**src/rtl/mdc_commutator.sv**
```systemverilog
// mdc_commutator: delay / 2x2 switch / delay reordering stage between two radix-2 MDC FFT butterflies.
// Optional feature: define COMM_SOF_OUT_EN to add the do_sof output.
module mdc_commutator #(
    parameter int DEPTH = 16,
    parameter int WIDTH = 9
) (
    input  logic                    clk,
    input  logic                    rst_n,
    input  logic                    di_valid,
    input  logic                    di_sof,
    input  logic signed [WIDTH-1:0] di0_re,
    input  logic signed [WIDTH-1:0] di0_im,
    input  logic signed [WIDTH-1:0] di1_re,
    input  logic signed [WIDTH-1:0] di1_im,
    output logic                    do_valid,
`ifdef COMM_SOF_OUT_EN
    output logic                    do_sof,
`endif
    output logic signed [WIDTH-1:0] do0_re,
    output logic signed [WIDTH-1:0] do0_im,
    output logic signed [WIDTH-1:0] do1_re,
    output logic signed [WIDTH-1:0] do1_im
);

    localparam int CNT_W  = $clog2(2 * DEPTH);
    localparam int FILL_W = CNT_W + 1;
    localparam logic [FILL_W-1:0] FULL = FILL_W'(2 * DEPTH);

    logic [CNT_W-1:0]        r_cnt;
    logic [FILL_W-1:0]       r_fill;
    logic signed [WIDTH-1:0] r_a_re_p0 [DEPTH];
    logic signed [WIDTH-1:0] r_a_im_p0 [DEPTH];
    logic signed [WIDTH-1:0] r_y_re_p0 [DEPTH];
    logic signed [WIDTH-1:0] r_y_im_p0 [DEPTH];
    logic signed [WIDTH-1:0] r_do0_re_p1, r_do0_im_p1, r_do1_re_p1, r_do1_im_p1;
    logic                    r_vld_p1;

    logic [CNT_W-1:0]        w_cnt_eff;
    logic                    w_sel_p0;
    logic                    w_full_p0;
    logic signed [WIDTH-1:0] w_x_re_p0, w_x_im_p0, w_y_re_p0, w_y_im_p0;

    // Stage p0: sof realigns the period on the very sample that carries it
    always_comb begin
        w_cnt_eff = di_sof ? '0 : r_cnt;
        w_sel_p0  = w_cnt_eff[CNT_W-1];
        w_full_p0 = (r_fill == FULL);
        w_x_re_p0 = r_a_re_p0[DEPTH-1];
        w_x_im_p0 = r_a_im_p0[DEPTH-1];
        w_y_re_p0 = di1_re;
        w_y_im_p0 = di1_im;
        if (w_sel_p0) begin
            w_x_re_p0 = di1_re;
            w_x_im_p0 = di1_im;
            w_y_re_p0 = r_a_re_p0[DEPTH-1];
            w_y_im_p0 = r_a_im_p0[DEPTH-1];
        end
    end

    always_ff @(posedge clk or negedge rst_n) begin
        if (!rst_n) begin
            r_cnt  <= '0;
            r_fill <= '0;
        end else if (di_valid) begin
            r_cnt <= w_cnt_eff + 1'b1;
            if (!w_full_p0) r_fill <= r_fill + 1'b1;
        end
    end

    always_ff @(posedge clk or negedge rst_n) begin
        if (!rst_n) begin
            for (int i = 0; i < DEPTH; i++) begin
                r_a_re_p0[i] <= '0;
                r_a_im_p0[i] <= '0;
                r_y_re_p0[i] <= '0;
                r_y_im_p0[i] <= '0;
            end
        end else if (di_valid) begin
            r_a_re_p0[0] <= di0_re;
            r_a_im_p0[0] <= di0_im;
            r_y_re_p0[0] <= w_y_re_p0;
            r_y_im_p0[0] <= w_y_im_p0;
            for (int i = 1; i < DEPTH; i++) begin
                r_a_re_p0[i] <= r_a_re_p0[i-1];
                r_a_im_p0[i] <= r_a_im_p0[i-1];
                r_y_re_p0[i] <= r_y_re_p0[i-1];
                r_y_im_p0[i] <= r_y_im_p0[i-1];
            end
        end
    end

    // Stage p1: registered outputs, data held across stalls
    always_ff @(posedge clk or negedge rst_n) begin
        if (!rst_n) begin
            r_do0_re_p1 <= '0;
            r_do0_im_p1 <= '0;
            r_do1_re_p1 <= '0;
            r_do1_im_p1 <= '0;
            r_vld_p1    <= 1'b0;
        end else begin
            r_vld_p1 <= di_valid & w_full_p0;
            if (di_valid) begin
                r_do0_re_p1 <= w_x_re_p0;
                r_do0_im_p1 <= w_x_im_p0;
                r_do1_re_p1 <= r_y_re_p0[DEPTH-1];
                r_do1_im_p1 <= r_y_im_p0[DEPTH-1];
            end
        end
    end

    assign do_valid = r_vld_p1;
    assign do0_re   = r_do0_re_p1;
    assign do0_im   = r_do0_im_p1;
    assign do1_re   = r_do1_re_p1;
    assign do1_im   = r_do1_im_p1;

`ifdef COMM_SOF_OUT_EN
    logic [2*DEPTH-1:0] r_sof_dl;
    logic               r_sof_p1;

    always_ff @(posedge clk or negedge rst_n) begin
        if (!rst_n) begin
            r_sof_dl <= '0;
            r_sof_p1 <= 1'b0;
        end else begin
            r_sof_p1 <= di_valid & w_full_p0 & r_sof_dl[2*DEPTH-1];
            if (di_valid) r_sof_dl <= {r_sof_dl[2*DEPTH-2:0], di_sof};
        end
    end

    assign do_sof = r_sof_p1;
`endif

endmodule

```
**config.mk**
```make
export PLATFORM = sky130hd
export DESIGN_NAME = mdc_commutator
export DESIGN_NICKNAME = d
export VERILOG_FILES = /design/src/rtl/mdc_commutator.sv
export SDC_FILE = /design/constraint.sdc
export NUM_CORES = 1
export LEC_CHECK = 0
export ABC_AREA = 0
export BUFFER_PORTS_ARGS = -buffer_cell sky130_fd_sc_hd__buf_2
export CAP_MARGIN = 25
export CELL_PAD_IN_SITES_DETAIL_PLACEMENT = 2
export CELL_PAD_IN_SITES_GLOBAL_PLACEMENT = 2
export CORE_MARGIN = 3
export CORE_UTILIZATION = 48
export CTS_BUF_LIST = sky130_fd_sc_hd__clkbuf_4
export CTS_CLUSTER_DIAMETER = 200
export DETAILED_ROUTE_END_ITERATION = 7
export GPL_ROUTABILITY_DRIVEN = 0
export PLACE_DENSITY_LB_ADDON = 0.1
export SLEW_MARGIN = 20
export SYNTH_ARGS = -nofsm -noshare
export SYNTH_HDL_FRONTEND = slang
export SYNTH_SLANG_ARGS = --single-unit
```
**constraint.sdc**
```tcl
create_clock -name clk -period 3.8 [get_ports clk]
set_clock_uncertainty 0.05 [all_clocks]
set_input_delay 0.57 -clock clk [delete_from_list [all_inputs] [get_ports clk]]
set_output_delay 0.57 -clock clk [all_outputs]
set_load 0.05 [all_outputs]
```
Word-level counts from Yosys, hierarchy flattened
Cells that the tools add are included.
Operators by class
  add/subtract/negate cells: 2
  equality and inequality tests: 1
  mux-type cells: 5
  bitwise gates (word level): 2
  reduce and logical (&&, ||, !) cells: 1
Operator list (number)
  $mux W9: 4
  $add A6 B1 Y6 const B: 1
  $eq A6 B6 Y1 const B: 1
  $add A5 B1 Y5 const B: 1
  $mux W5: 1
  $reduce_and A2 Y1: 1
  $and A1 B1 Y1: 1
  $not A1 Y1: 1
Storage, ports and cells
  register bits: 624
  input bits: 40
  output and inout port bits: 37

Logic depth before layout (Yosys ltp)
  depth after elaboration: 3
  mapped depth: 5
  depth with buffers taken out: 5

Least setup slack after synthesis
No wires, ideal clock.
  kind: in2reg
  start: in di_valid
  end: reg r_a_im_p0[135] (netlist bit)
  setup time: 125 ps
  arrival: 1349 ps
  path slack: 2276 ps
  stages: 4
  path through: buf_4 buf_6 buf_6 mux2_2
RTL lines
  start, declared: RTL line 9  | input logic di_valid,
  end signal, assigned by index: RTL line 85  | r_a_im_p0[i] <= r_a_im_p0[i-1];
  end, declared: RTL line 32  | logic signed [WIDTH-1:0] r_a_im_p0 [DEPTH];
No word-level cell between the ends.

Worst setup path in the final report
  start: reg r_do0_re_p1[7] (netlist: do0_re[7])
  end: out do0_re[7]
RTL lines
  start, declared: RTL line 35  | logic signed [WIDTH-1:0] r_do0_re_p1, r_do0_im_p1, r_do1_re_p1, r_do1_im_p1;
  start signal, assigned: RTL line 103  | r_do0_re_p1 <= w_x_re_p0;
  end, declared: RTL line 19  | output logic signed [WIDTH-1:0] do0_re,
No word-level cell between the ends.

==> metrics.txt <==
Cell Rows 80; fmax 442 MHz; die height around 230 microns; Yosys top cell area share roughly two thirds; family with the most delay on the worst path flip-flops; WL/cell 18.5 microns; Final Util 55.9%; nets@finish 1,741; multi-input logic area 7410 sq um; Synth area leaders dfrtp_1 (66%), mux2_2 (27%), buf_6 (2.6%), nand2_1 (1.2%), a31oi_1 (0.95%); Worst-Margin Slew roughly 960 ps; Leak 11.9 nW; outcome finished clean; syn_area_per_cell 16.2 sq um; TritonCTS clock tree done; unrepaired setup endpoints after global routing false; worst min path class in2async; worst path cell trace buf_2; final setup TNS 0 ps; final hold slack 339 ps; met1 Usage GRT 22.0%; Worst path max stage delay 420 ps; vias in the first global route between 15,000 and 20,000; yosys warns 0; CTS sink cnt 624; Peak VDD IR roughly 0.00035 V; Arr. time, crit path ~1600 ps; met3 Track Usage GR 4.77%; slew margin rel. 35.9%; slowest CP cell dfrtp_1; CTS buffer count 163; Power Density 749 nW/um^2; DRT Pass-1 Iters 4; Tot Pwr 20.2 mW; fin crit period roughly 2300 ps; Distinct cells, synth 27; Core Area 48,300 sq um; IO Pins 77; post-synthesis sequential area ratio 65.6%; Vias 12,500; fillcell total 4,278; chip width 229 microns; Buffers & Inverters on Critical Path 1; critical path peak fanout 2; Tcrit/Tclk final 59.5%; worst path required time around 3200 ps; GRT overflow 0; initial antenna violation count 5; clk_lat worst skew roughly 930 ps; Mapped Nets 1,509; global routing's busiest layer met2; commonest non-fill, non-tap cell in the layout dfrtp_1; post-DR vias/cell 5.08; largest area contributor in the netlist dfrtp_1; most frequent cells in the layout dfrtp_1 (624), mux2_2 (578), clkbuf_4 (243), nand2_1 (78), buf_2 (74); CTS clk-pin slew, worst paths 60 ps; crit path kind reg2out; quantity of I/O buffers inserted on ports 76; DP Wirelength 26,200 microns; GR Util met2 around a third; Post-CTS Setup Repair Bufs 0; ANT nets after route 0; CP Capture Type output port; register area 15,600 sq um; Final Hold Fails 0; initial detailed-routing violation count 487; All-Layer GR Usage 18.4%; startpoint types flop; root buffer cell clkbuf_4; max-cap violations 0; first-pass GRT wire length 78,500 microns; P&R area growth vs syn 13.6%; post-synthesis cell count ~1,500; Initial Util roughly half; dpl cell area 24,700 sq um; DRC Markers 0; Die ar. 52,300 sq um; H-tree levels 4; final wirelength 45,400 microns; Post-Layout Inst Area 27,000 sq um; max-slew violations 0; Finish-stage setup viols 0; largest net degree at the start of global routing 112; synthesized area approximately 24,000 sq um; #FFs+latches synth between 600 and 700; clock buffer depth 3; ratio of cells with drive above 1 in the final layout 52.3%
power by group:
part	internal, mW	switching [mW]	leakage, nW
clock	2.87	2.57	1.16
combinational	2.23	1.82	3.40
sequential	9.25	1.50	7.35
total	14.4	5.89	11.9
per-stage QoR:
stage | worst slack, ps | std cells
2_1_floorplan | 2280 | 1467
3_3_place_gp | 1650 | 2149
3_5_place_dp | 1600 | 2149
4_1_cts | 1380 | 2452
5_1_grt | 1360 | 2457
6_report | 1540 | 2458
synthesized netlist by cell type:
cell type / instances
a221o_1: 1
inv_1: 4
o22ai_1: 1
buf_2: 19
and2_1: 1
nor4_1: 2
nor2b_1: 2
nor2_1: 40
buf_4: 6
nand4_1: 3
buf_6: 56
nand2_1: 78
or2_2: 1
o41ai_4: 1
ha_1: 2
o2bb2ai_1: 2
mux2_2: 578
a21oi_1: 1
nand3_1: 1
a31oi_1: 36
xnor2_1: 3
mux2i_1: 1
nand2b_1: 1
o21ai_0: 1
xor2_1: 1
and4b_1: 1
dfrtp_1: 624
worst paths after layout:
check,from,end,slack (ps),depth (start not counted)
hold / removal,rst_n,r_y_re_p0[114]$_DFFE_PN0P_,340,2
max in group asynchronous,rst_n,r_a_im_p0[136]$_DFFE_PN0P_,2480,3
setup / recovery,do0_re[7]$_DFFE_PN0P_,do0_re[7],1540,1
min in group clk,di0_re[4],r_a_re_p0[139]$_DFFE_PN0P_,390,3
hold reg to reg,r_a_re_p0[12]$_DFFE_PN0P_,r_a_re_p0[3]$_DFFE_PN0P_,410,1
setup reg to reg,r_cnt[4]$_DFFE_PN0P_,r_y_im_p0[143]$_DFFE_PN0P_,1730,4
registers in the layout (all words and copies together), names as in the netlist:
signal,cells
do0_re,9
do_valid,1
r_y_im_p0,144
do1_im,9
r_fill,6
do0_im,9
r_a_re_p0,144
r_y_re_p0,144
r_cnt,5
do1_re,9
r_a_im_p0,144
cell families (layout without fill, tap and decap cells):
| group | Yosys count | after routing | share of synthesized area (%) |
|---|---|---|---|
| mux | 579 | 579 | 27.4 |
| other cells | 0 | 5 | 0 |
| fa+ha+maj | 2 | 2 | 0.105 |
| simple gates | 130 | 130 | 2.19 |
| xor+xnor | 4 | 4 | 0.147 |
| compound gates | 43 | 43 | 1.25 |
| buf+inv | 85 | 415 | 3.30 |
| flops | 624 | 624 | 65.6 |
cell type report:
class | instances | area share [%]
Inverter | 4 | 0.0556
Sequential cell | 624 | 57.8
Antenna cell | 5 | 0.0463
Multi-Input combinational cell | 758 | 27.4
Clock inverter | 20 | 0.287
Clock buffer | 243 | 6.75
Timing Repair Buffer | 148 | 4.64
Tap cell | 656 | 3.04
timing repair:
item	in CTS	in global routing
setup endpoints to repair	0	0
hold buffers	40	0
resized for setup	0	0
endpoints found under the hold margin	154	0
per-layer routing:
layer	part of all wire, %	wire, microns
met2	52	23700
met5	0.033	15
met4	2.4	1080
met3	3.2	1470
met1	42	19100
No activity file was read; power rests on OpenSTA's default activity.
